## config.mk

```make
export PLATFORM = sky130hd
export DESIGN_NAME = csa_resolve
export DESIGN_NICKNAME = d
export VERILOG_FILES = /design/src/rtl/csa_resolve.sv
export SDC_FILE = /design/constraint.sdc
export NUM_CORES = 1
export LEC_CHECK = 0
export ABC_AREA = 0
export ABC_CLOCK_PERIOD_IN_PS = 5200
export BUFFER_PORTS_ARGS = -buffer_cell sky130_fd_sc_hd__buf_2
export CORE_MARGIN = 2
export CORE_UTILIZATION = 42
export CTS_CLUSTER_SIZE = 24
export DETAILED_ROUTE_END_ITERATION = 6
export SLEW_MARGIN = 20
export SYNTH_ARGS = -nofsm -noshare
export SYNTH_HDL_FRONTEND = slang
export SYNTH_SLANG_ARGS = --single-unit
```

## constraint.sdc

```tcl
create_clock -name clk -period 5.2 [get_ports clk]
set_input_delay 0.52 -clock clk [delete_from_list [all_inputs] [get_ports clk]]
set_output_delay 0.52 -clock clk [all_outputs]
set_load 0.05 [all_outputs]
```

## src/rtl/csa_resolve.sv

```systemverilog
//------------------------------------------------------------------------------
// Module      : csa_resolve
// Description : Sequential carry-propagate resolver. It turns a carry-save
//               pair (sum, carry; carry bit i has weight 2^(i+1)) into a
//               plain binary result of WIDTH+2 bits. It resolves CHUNK bits
//               per cycle, so a full-width adder is never needed.
//               Optional macro CSA_RESOLVE_THRU_EN: in DONE, in_ready follows
//               out_ready. A new pair can then be accepted in the same cycle
//               the result is taken, which skips IDLE.
// Revision    : 1.0 - initial release
//------------------------------------------------------------------------------
`default_nettype none

module csa_resolve #(
  parameter int WIDTH = 32,
  parameter int CHUNK = 8
) (
  input  logic             clk,
  input  logic             rst,
  input  logic             in_valid,
  output logic             in_ready,
  input  logic [WIDTH-1:0] in_sum,
  input  logic [WIDTH-1:0] in_carry,
  output logic             out_valid,
  input  logic             out_ready,
  output logic [WIDTH+1:0] res
);

  localparam int N    = WIDTH / CHUNK;
  localparam int IDXW = (N > 1) ? $clog2(N) : 1;
  localparam int BW   = $clog2(WIDTH + 2);
  localparam logic [IDXW-1:0] LAST_IDX = IDXW'(N - 1);

  localparam logic [1:0] S_IDLE = 2'd0;
  localparam logic [1:0] S_ADD  = 2'd1;
  localparam logic [1:0] S_DONE = 2'd2;

  logic [1:0]       state;
  logic [1:0]       state_nxt;
  logic [WIDTH+1:0] a;
  logic [WIDTH+1:0] b;
  logic [IDXW-1:0]  idx;
  logic             c;
  logic [BW-1:0]    base;
  logic [CHUNK-1:0] a_chunk;
  logic [CHUNK-1:0] b_chunk;
  logic [CHUNK:0]   chunk_sum;
  logic [1:0]       top_sum;
  logic             accept;
  logic             last_chunk;

  assign accept     = in_valid & in_ready;
  assign last_chunk = (idx == LAST_IDX);
  assign base       = BW'(int'(idx) * CHUNK);
  assign a_chunk    = a[base +: CHUNK];
  assign b_chunk    = b[base +: CHUNK];
  assign chunk_sum  = {1'b0, a_chunk} + {1'b0, b_chunk} + {{CHUNK{1'b0}}, c};
  // The top two bits take the carry out of the last chunk in the same cycle.
  // The maximum is 0 + 1 + 1, so two bits cannot overflow.
  assign top_sum    = a[WIDTH+1:WIDTH] + b[WIDTH+1:WIDTH] + {1'b0, chunk_sum[CHUNK]};

  // State register
  always_ff @(posedge clk) begin
    if (rst) begin
      state <= S_IDLE;
    end else begin
      state <= state_nxt;
    end
  end

  // Next-state logic
  always_comb begin
    state_nxt = state;
    case (state)
      S_IDLE: begin
        if (in_valid) state_nxt = S_ADD;
      end
      S_ADD: begin
        if (last_chunk) state_nxt = S_DONE;
      end
      S_DONE: begin
        if (out_ready) begin
`ifdef CSA_RESOLVE_THRU_EN
          state_nxt = in_valid ? S_ADD : S_IDLE;
`else
          state_nxt = S_IDLE;
`endif
        end
      end
      default: state_nxt = S_IDLE;
    endcase
  end

  // Handshake outputs decoded from the current state
  always_comb begin
    out_valid = (state == S_DONE);
`ifdef CSA_RESOLVE_THRU_EN
    in_ready  = (state == S_IDLE) | ((state == S_DONE) & out_ready);
`else
    in_ready  = (state == S_IDLE);
`endif
  end

  // Operand capture and chunk-by-chunk resolution of the result
  always_ff @(posedge clk) begin
    if (rst) begin
      a   <= '0;
      b   <= '0;
      idx <= '0;
      c   <= 1'b0;
      res <= '0;
    end else if (accept) begin
      a   <= {2'b00, in_sum};
      b   <= {1'b0, in_carry, 1'b0};
      idx <= '0;
      c   <= 1'b0;
    end else if (state == S_ADD) begin
      res[base +: CHUNK] <= chunk_sum[CHUNK-1:0];
      c                  <= chunk_sum[CHUNK];
      idx                <= idx + IDXW'(1);
      if (last_chunk) begin
        res[WIDTH+1:WIDTH] <= top_sum;
      end
    end
  end

endmodule

`default_nettype wire

```

==> results.toml <==
[status]
run_status = "finished, final reports clean"

[power_and_ir_drop]
leakagePower_nw = 2.17
internal-power_mw = 1.11
switching_share_pct = 29.2
power.density_mw_per_mm2 = 291
switchingPower_uw = 458
vdd_drop_max_mv = 0.146
power.share.sequential_pct = 53.7
clkPwrFrac_pct = 32.0
p_comb_share_pct = 14.3

[cts]
h-tree-depth = 3
path_clk_slew_ns = 0.11
cts.sink_count = 103
clk_path_buf_depth = 2
postCtsSetupBuffers = 0
holdBufCountCts = 0
cts-root-buf = "clkbuf_8"
clkLatencyLatePin_ns = 0.37
cts_tree = "done"
numCtsBuffers = 9
cts_resized = 0

[critical_path]
crit_fanout = 14
worstPathRequired_ns = 5.44
cpPeakStageDelay_ns = 0.72
critPathBufInv = 1
critPathLaunchType = "flip-flop"
cp_slowest_cell = "dfxtp_1"
crit_arrival_ns = 3.70
path_common_cell = "ha_1"
critPathTopFamily = "compound AO/OA/AOI/OAI gates"
end_kind = "flip-flop"
cp_cell_sequence = "buf_4, mux4_2, ha_1, o21ai_0, a21o_1, a31oi_1, ha_1, a221oi_1, nor3_1"
crit_type = "flip-flop to flip-flop"

[timing]
fmax_mhz = 289
setup_slack_ns = 1.74
rsz0062_at_grt = "false"
slew_headroom_pct = 33.7
tightest_slew_ns = 0.994
fin_setup_tns_ns = 0
skew_ns = 0.0107
whs_ns = 0.368
finalCriticalPeriod_ns = 3.46
fin_crit_sh_pct = 66.5
finalSetupViolCount = 0
finalMaxSlewViolations = 0
hold_viol_final = 0

[final_layout]
layout_commonest_cell = "nand2_1"
num_antenna_cells = 0
layout_common_cells = "nand2_1 (139), dfxtp_1 (103), buf_2 (103)"
final_nets = 695
area_delta_synth_final_pct = 16.9
drive_gt1_share_pct = 24.1

[place]
portBuffers = 103
pre_cts_slack_ns = 1.73
place.gp.congestion = 0.875
dp_hpwl_mm = 8.16

[synthesis]
ys_warn_count = 0
synth_top_area_share_pct = 44.7
ys_ff_latch = 103
synthTopCellsByArea = "dfxtp_1 (45%), nand2_1 (11%), a21oi_1 (8.3%)"
yosysTopAreaCell = "dfxtp_1"
synth_area_mm2 = 0.00461
ys_seq_area_share_pct = 44.7
synthArstFlopShare_pct = 0
ys.flop_type = "dfxtp_1"
synth_edf_count = 0
synth_nets = 610
synth_area_per_cell_um2 = 8.78
synth.distinct_cells = 47
synthCells = 525

[routing]
drc = 0
via_per_inst = 5.20
drt-initial-drc-count = 166
firstDrtPassIters = 4
drt_wl_total_mm = 11.1
wl_per_cell_um = 14.7
ant_nets = 0
vias = 3925

[grt]
grt-ovfl-total = 0
grt_max_degree = 65
grt_pass1_wl_mm = 17.8
gr-usage-all-layers_pct = 19.3
first_global_vias = 3657
antenna_found_initial = 0

[floorplan]
initial_utilization_pct = 42.7
core_area_mm2 = 0.0108
ios = 104
die_x_um = 109
row_count = 38
die_area_mm2 = 0.0118
die_h_um = 109

[job]
maxCapViolCount = 0

[hold_path]
hold_path_class = "input pin to flip-flop"
[cells by family after synthesis]
group / count (synthesis) / synth area share, %
fa+ha+maj: 17 / 4.94
mux: 17 / 7.77
buf+inv: 45 / 4.05
xor+xnor: 2 / 0.380
flops: 103 / 44.7
simple gates: 208 / 21.3
compound gates: 133 / 16.8
[area by class of cell]
class | count | area (um^2)
clock buffer | 10 | 138
clock inverter | 6 | 58.8
fill | 1045 | 5410
inverter | 12 | 45.0
multi-input combinational | 377 | 2360
sequential | 103 | 2060
tap | 140 | 175
timing repair buffer | 107 | 546
[final timing paths]
check / from / slack [ns] / to / cells after the start
hold reg to reg: b[27] / 0.46 / b[27] / 2
setup reg to reg: idx[0] / 1.74 / res[32] / 9
setup / recovery: idx[0] / 1.74 / res[32] / 9
hold / removal: in_carry[24] / 0.37 / b[25] / 3
[sequential cells by signal (all words and copies together), names as in the netlist]
signal  cells
res        34
state       2
idx         2
b          32
a          32
c           1
[synth_stat cells, drive strengths merged (2+ instances only)]
master and instances:
mux4 15, nand3 5, or3b 5, nand3b 16
fa 2, nand2 140, xnor2 2, buf 10
clkbuf 23, nor2 20, dfxtp 103, a21boi 2
nor3 5, inv 12, a211oi 5, nand2b 7
a221oi 2, a22oi 14, ha 15, a21o 2
o21ai 15, o211ai 6, a21oi 76, mux2i 2
a31oi 5
[worst reg2reg max path, cell delays in order (launching register included)]
cell and delay, ns:
dfxtp_1 0.72, buf_4 0.37, mux4_2 0.55, ha_1 0.41
o21ai_0 0.30, a21o_1 0.25, a31oi_1 0.12, ha_1 0.29
a221oi_1 0.26, nor3_1 0.08
[per-stage QoR]
stage | instance area (um^2) | power, mW | cells | util, %
floorplan | 4610 | 1.02 | 525 | -
global placement | 5190 | 1.08 | 739 | 48.1
detailed placement | 5190 | 1.09 | 739 | 48.1
CTS | 5390 | 1.59 | 755 | 49.9
global route | 5390 | 1.64 | 755 | 49.9
finish | 5390 | 1.57 | 755 | 49.9
[power by group through the flow]
stage          logic [mW]  clock network (mW)  registers [mW]
2_1_floorplan       0.158                   0           0.858
3_3_place_gp        0.220                   0           0.862
3_5_place_dp        0.226                   0           0.862
4_1_cts             0.227               0.519           0.844
5_1_grt             0.250               0.546           0.848
6_report            0.224               0.502           0.843
[routing by layer]
layer	share of wire, %	wire length, um	GRT usage (%)	vias to the layer above
met5	0	0	0	-
li1	-	-	-	1988
met3	5.0	550	3.41	10
met4	1.1	124	5.22	0
met1	47	5180	25.9	1830
met2	47	5260	32.1	97
No activity file was read; power rests on OpenSTA's default activity.
